File: config.mk
export PLATFORM = sky130hd
export DESIGN_NAME = serial_add_sub
export DESIGN_NICKNAME = d
export VERILOG_FILES = /design/src/rtl/serial_add_sub.sv
export SDC_FILE = /design/constraint.sdc
export NUM_CORES = 1
export LEC_CHECK = 0
export BUFFER_PORTS_ARGS = -buffer_cell sky130_fd_sc_hd__buf_2
export CAP_MARGIN = 10
export CORE_MARGIN = 2
export CORE_UTILIZATION = 55
export CTS_CLUSTER_DIAMETER = 120
export DETAILED_ROUTE_END_ITERATION = 7
export HOLD_SLACK_MARGIN = 0.1
export PLACE_DENSITY = 0.8
export SYNTH_ARGS = -nofsm -noshare
export SYNTH_HDL_FRONTEND = slang
export SYNTH_SLANG_ARGS = --single-unit
File: constraint.sdc
create_clock -name clk -period 2.5 [get_ports clk]
set_clock_uncertainty 0.1 [all_clocks]
set_input_delay 0.5 -clock clk [delete_from_list [all_inputs] [get_ports clk]]
set_output_delay 0.5 -clock clk [all_outputs]
set_load 0.01 [all_outputs]
File: src/rtl/serial_add_sub.sv
// Bit-serial adder/subtractor: one full-adder cell reused LSB first over WIDTH cycles.
// The partial sum stays internal; result, cout and overflow update only on the completion edge.
module serial_add_sub #(
    parameter int WIDTH = 4
) (
    input  logic             clk,
    input  logic             rst_n,
    input  logic             start,
    input  logic             sub,
    input  logic [WIDTH-1:0] a,
    input  logic [WIDTH-1:0] b,
    output logic             busy,
    output logic             done,
    output logic [WIDTH-1:0] result,
    output logic             cout,
    output logic             overflow
);
    localparam int CW = (WIDTH > 1) ? $clog2(WIDTH) : 1;

    typedef enum logic [1:0] {
        IDLE  = 2'd0,
        SHIFT = 2'd1,
        DONE  = 2'd2
    } state_t;

    state_t           state;
    state_t           state_next;
    logic [WIDTH-1:0] a_sr;
    logic [WIDTH-1:0] b_sr;
    logic [WIDTH-1:0] acc;
    logic             carry;
    logic [CW-1:0]    cnt;

    logic sum_bit;
    logic carry_out;
    logic last_bit;

    // The single full-adder cell
    assign sum_bit   = a_sr[0] ^ b_sr[0] ^ carry;
    assign carry_out = (a_sr[0] & b_sr[0]) | (carry & (a_sr[0] ^ b_sr[0]));
    assign last_bit  = (cnt == CW'(WIDTH - 1));

    assign busy = (state == SHIFT);
    assign done = (state == DONE);

    always_comb begin
        state_next = state;
        case (state)
            IDLE:    if (start) state_next = SHIFT;
            SHIFT:   if (last_bit) state_next = DONE;
            DONE:    state_next = IDLE;
            default: state_next = IDLE;
        endcase
    end

    always_ff @(posedge clk or negedge rst_n) begin
        if (!rst_n) begin
            state    <= IDLE;
            a_sr     <= '0;
            b_sr     <= '0;
            acc      <= '0;
            carry    <= 1'b0;
            cnt      <= '0;
            result   <= '0;
            cout     <= 1'b0;
            overflow <= 1'b0;
        end else begin
            state <= state_next;
            case (state)
                IDLE: begin
                    if (start) begin
                        // Subtraction as a + ~b + 1: invert b and preset the carry
                        a_sr  <= a;
                        b_sr  <= b ^ {WIDTH{sub}};
                        carry <= sub;
                        cnt   <= '0;
                        acc   <= '0;
                    end
                end
                SHIFT: begin
                    a_sr  <= a_sr >> 1;
                    b_sr  <= b_sr >> 1;
                    acc   <= {sum_bit, acc[WIDTH-1:1]};
                    carry <= carry_out;
                    cnt   <= cnt + CW'(1);
                    if (last_bit) begin
                        // carry still holds the carry into the MSB here
                        result   <= {sum_bit, acc[WIDTH-1:1]};
                        cout     <= carry_out;
                        overflow <= carry ^ carry_out;
                    end
                end
                default: ;
            endcase
        end
    end
endmodule
==> impl_metrics.ini, run 1 <==
[outcome]
status = completed

[global_route]
grt_pass1_vias = 655
grt_max_degree = 23
grt_overflow_total = 0
grt_pass1_wl_mm = 2.86
grt_usage = 0.187
antenna_found_initial = 0

[yosys]
synth_fp_nets = 94
netlist_instances = 80
synth_xor_area_frac = 0.0433
synth-compound-area-share = 0.153
synthAdderAreaFrac = 0.0322
synth_top_family_by_area = compound AO/OA/AOI/OAI gates
muxShareOfSynthArea = 0.0743
yosysSeqAreaShare = 0.545
yosys.area_share.simple = 0.108
synth.avg_cell_area_um2 = 12.6
yosysWarnings = 0
synth-seq-cells = 22
yosysUniqueCellTypes = 27
synth_area_mm2 = 0.00101

[timing]
rsz0062_at_grt = no
finalCriticalPeriod_ps = 1990
setup_viol = 0
setup_tns_ps = 0
finalHoldViolCount = 0
min_period_over_period = 0.797
finalMaxSlewViolations = 0
worst_slew_pin_slew_ps = 491
holdWs_ps = 387
slew_headroom = 0.673
max_freq_mhz = 502

[critical_path]
critPathKind = flip-flop to output port
path_cells = nor2b_1 > buf_4 > buf_2
ff2ff_setup_slack_ps = 970
crit_path_start_kind = flip-flop
cp_max_fo = 13
critPathLaunch = state[0]
cp-end-kind = output port
crit_path_max_incr_delay_ps = 620
crit_slowest_cell = dfrtp_1
cp.arrival_ps = 1390
worstPathRequired_ps = 1900
reg2reg_from = state[1]
reg2reg_to = b_sr[2]
ff2ff_path_depth = 3

[final_layout]
final_util = 0.672
drive_gt1_frac = 0.356
fin_area_mm2 = 0.00116
fillCellCount = 153
num_antenna_cells = 0
layout_commonest_cell = dfrtp_1
nets = 116
final_cell_mix = dfrtp_1 (22), buf_2 (19), nand2_1 (7)
area.growth.synth_to_final_pct = 14.9

[power]
p_per_area_mw_per_mm2 = 1160
leakagePower_nw = 0.588
power_mw = 1.35
ir_drop_uv = 582

[clocking]
numCtsBuffers = 3
cts.repair.resized = 0
cts_buffer_depth = 2
clkLatencyLatePin_ps = 300
tritoncts = built
clkTransAtPathRegs_ps = 120
clock-sinks = 22
root_buffer = clkbuf_4
cts_max_level = 1

[routing]
wl_mm = 1.74
wl_per_cell_um = 13.8
drt_pre_antenna_iters = 4
first_iter_violations = 9
drc_errors = 0
vias = 669
postRouteAntennaNets = 0
viasPerCell = 5.31

[place]
io_buffers = 19
place_congestion = 0.739
hpwlAfterDp_mm = 1.26
dpl_cell_area_mm2 = 0.00111

[floorplan]
die_w_um = 46.9
fp.coreArea_mm2 = 0.00173
die-area_mm2 = 0.00220
die_h_um = 46.9
num_rows = 15
io_pins = 20
start_util = 0.586

[worst_hold_path]
hp-class = input pin to flip-flop
holdPathStages = 3
whs_endpoint = a_sr[2]
hold_start = a[2]

[job]
drv_cap = 0
-- flip-flops by register name (all words and copies together) (netlist names) --
register,cells
a_sr,4
acc,3
b_sr,4
carry,1
cnt,2
cout,1
overflow,1
result,4
state,2
-- critical path, delay by kind of cell, from the launching register on --
family / cells / cell delay, ps
buffers and inverters: 2 / 290
and+or+nand+nor: 1 / 180
DFF: 1 / 620
-- metal layers --
layer / global-route usage / vias up / part of all wire
met3: 0.0346 / 4 / 0.036
met2: 0.293 / 17 / 0.46
met4: 0.0833 / 0 / 0.016
li1: - / 330 / -
met1: 0.253 / 318 / 0.48
met5: 0 / - / 0
-- final cells by class --
| type | instances | area [µm²] | share of cell area |
|---|---|---|---|
| inverter | 2 | 7.51 | 0.00647 |
| clock buffer | 4 | 36.3 | 0.0313 |
| tap | 25 | 31.3 | 0.0269 |
| timing repair buffer | 22 | 120 | 0.103 |
| multi-input combinational | 51 | 415 | 0.358 |
| sequential | 22 | 551 | 0.474 |
-- through the flow --
stage | std cells | worst slack, ps
floorplan | 80 | 1130
global placement | 121 | 877
detailed placement | 121 | 870
CTS | 126 | 516
global route | 126 | 389
finish | 126 | 507
-- synthesized netlist by cell type (all sizes together) --
library cell	count	share of area
and2b	1	0.0087
a2bb2oi	1	0.0087
nand3b	1	0.020
a22o	5	0.043
and3b	1	0.0099
ha	1	0.012
nand2b	2	0.015
a22oi	4	0.030
inv	2	0.0074
o21bai	1	0.0074
nor3	2	0.0099
xnor2	3	0.026
mux2	6	0.074
nand2	7	0.026
a21oi	1	0.0049
nor2b	2	0.015
a221o	3	0.030
o21ai	6	0.030
xor2	2	0.017
dfrtp	22	0.54
fa	1	0.020
buf	5	0.037
nor2	1	0.0037
-- cell families (layout without fill, tap and decap cells) --
family | after synthesis | count (layout)
multiplexers | 6 | 6
XOR/XNOR | 5 | 5
buffers and inverters | 7 | 28
AO/OA/AOI/OAI | 21 | 21
flip-flops | 22 | 22
AND/OR/NAND/NOR | 17 | 17
adder cells (fa/ha/maj) | 2 | 2
-- repair_timing --
item,CTS,global route
endpoints found under the hold margin,22,0
setup buffers,0,0
hold buffers,1,0
-- worst max-delay path by stage --
stage / endpoint / slack [ps] / cells after the start
after CTS: busy / 520 / 3
after global routing: busy / 390 / 3
final: busy / 510 / 3
after detailed placement: busy / 870 / 3
after floorplan: done / 1130 / 2
after global placement: busy / 880 / 3
-- power by group --
part / switching [mW] / internal [mW]
combinational: 0.232 / 0.290
sequential: 0.130 / 0.502
clock: 0.102 / 0.0887
Note: power is estimated with default switching activity, not from simulation.
==> inputs of run 2 (changes only) <==
--- a/config.mk
+++ b/config.mk
@@ -8,11 +8,11 @@
 export BUFFER_PORTS_ARGS = -buffer_cell sky130_fd_sc_hd__buf_2
 export CAP_MARGIN = 10
 export CORE_MARGIN = 2
-export CORE_UTILIZATION = 55
+export CORE_UTILIZATION = 52
 export CTS_CLUSTER_DIAMETER = 120
 export DETAILED_ROUTE_END_ITERATION = 7
 export HOLD_SLACK_MARGIN = 0.1
-export PLACE_DENSITY = 0.8
+export PLACE_DENSITY = 0.76
 export SYNTH_ARGS = -nofsm -noshare
 export SYNTH_HDL_FRONTEND = slang
 export SYNTH_SLANG_ARGS = --single-unit
==> constraint.sdc (replaced) <==
create_clock -name clk -period 1.93 [get_ports clk]
set_clock_uncertainty 0.1 [all_clocks]
set_input_delay 0.386 -clock clk [delete_from_list [all_inputs] [get_ports clk]]
set_output_delay 0.386 -clock clk [all_outputs]
set_load 0.01 [all_outputs]
==> run 2 against run 1 <==
Effect of this change:
- sequential share of layout area unchanged
- global-route usage is 0.37 points higher
- critical endpoint is now done
- worst setup slack worse by 310 ps
- wire length is 1.4% lower
- total power rose by 30%
- final area unchanged
- die area is 5.3% higher
- non-clock buffer count unchanged
- via count shrank 0.30%
- critical path type unchanged
- worst hold slack got worse by 130 ps
- register-to-register slack worse by 730 ps
==> impl_metrics.ini, run 2 (same netlist as run 1, synthesis figures left out) <==
[final_layout]
drive_gt1_frac = 0.356
nets = 116
num_antenna_cells = 0
final_util = 0.651
layout_commonest_cell = dfrtp_1
area.growth.synth_to_final_pct = 14.9
final_cell_mix = dfrtp_1 (22), buf_2 (19), nand2_1 (7)
reg_top3 = a_sr x4, b_sr x4, result x4
fin_area_mm2 = 0.00116
instances_no_fill = 126

[worst_hold_path]
hp-class = input pin to flip-flop
holdPathStages = 3

[clocking]
cts_hold_buffers = 1
root_buffer = clkbuf_4
numCtsBuffers = 3
clkLatencyLatePin_ps = 310
cts.repair.resized = 0
cts_max_level = 1
post-cts-setup-buffers = 0
cts_buffer_depth = 2
tritoncts = built
clkTransAtPathRegs_ps = 110
clock-sinks = 22

[routing]
postRouteAntennaNets = 0
vias = 667
wl_met3_um = 67
drc_errors = 0
drt_pre_antenna_iters = 3
wl_mm = 1.72
viasPerCell = 5.29
wl_per_cell_um = 13.6
wl_met1_um = 810
first_iter_violations = 6
routed.top_layer = met4
route.met2.wl_um = 805

[critical_path]
crit_slowest_cell = dfrtp_1
crit_family = flip-flops
crit_path_start_kind = flip-flop
critPathLaunch = state[1]
crit_path_max_incr_delay_ps = 540
worstPathRequired_ps = 1440
reg2reg_from = state[0]
critPathKind = flip-flop to output port
ff2ff_path_depth = 2
cp.arrival_ps = 1240
path_cells = and2b_2 > buf_2
cp_num_buf_inv = 1
critPathCapture = done
cp_num_cells = 2
cp-end-kind = output port
ff2ff_setup_slack_ps = 240
cp_max_fo = 15
reg2reg_to = cnt[0]

[floorplan]
die_h_um = 48.1
die_w_um = 48.1
num_rows = 15
die-area_mm2 = 0.00231
io_pins = 20
start_util = 0.567
fp.coreArea_mm2 = 0.00178

[timing]
finalMaxSlewViolations = 0
rsz0062_at_grt = no
min_period_over_period = 0.896
holdWs_ps = 256
finalHoldViolCount = 0
finalCriticalPeriod_ps = 1730
setup_tns_ps = 0
fin_ws_ps = 200
setup_viol = 0
worst_slew_pin_slew_ps = 882
max_freq_mhz = 578
slew_headroom = 0.411

[place]
placed_cells = 121
hpwlAfterDp_mm = 1.27
pre_cts_slack_ps = 250
place_congestion = 0.795
dpl_cell_area_mm2 = 0.00111
io_buffers = 19

[job]
drv_cap = 0

[global_route]
grt_pass1_wl_mm = 2.90
grt_overflow_total = 0
grt_pass1_vias = 635
grt_max_degree = 23
grt_usage = 0.190
antenna_found_initial = 0

[outcome]
status = completed

[power]
p_per_area_mw_per_mm2 = 1500
leakagePower_nw = 0.587
power_mw = 1.74
ir_drop_uv = 754
[run 2: per-layer routing]
metal,GRT usage,vias up
li1,-,328
met1,0.235,322
met2,0.301,14
met3,0.0630,3
met4,0.0919,0
met5,0,-
[run 2: worst min-delay path, stage by stage]
cell     delay, ps
buf_2           70
a22oi_1         50
o21ai_0        130
[run 2: area by class of cell]
| class | count | area, µm² |
|---|---|---|
| Multi-Input combinational cell | 51 | 415 |
| Tap cell | 25 | 31.3 |
| Fill cell | 147 | 622 |
| Sequential cell | 22 | 551 |
| Clock buffer | 4 | 36.3 |
| Timing Repair Buffer | 22 | 120 |
| Inverter | 2 | 7.51 |
[run 2: worst min-delay path by stage]
| stage | endpoint | startpoint |
|---|---|---|
| floorplan | a_sr[0] | rst_n |
| global placement | a_sr[0] | rst_n |
| detailed placement | a_sr[0] | rst_n |
| CTS | a_sr[0] | a[0] |
| global route | a_sr[0] | a[0] |
| finish | a_sr[0] | a[0] |
[run 2: where the power goes]
part	switching, mW	total [mW]	leakage, nW	internal [mW]
logic	0.312	0.687	0.284	0.375
registers	0.155	0.805	0.282	0.651
clock network	0.137	0.252	0.0210	0.115
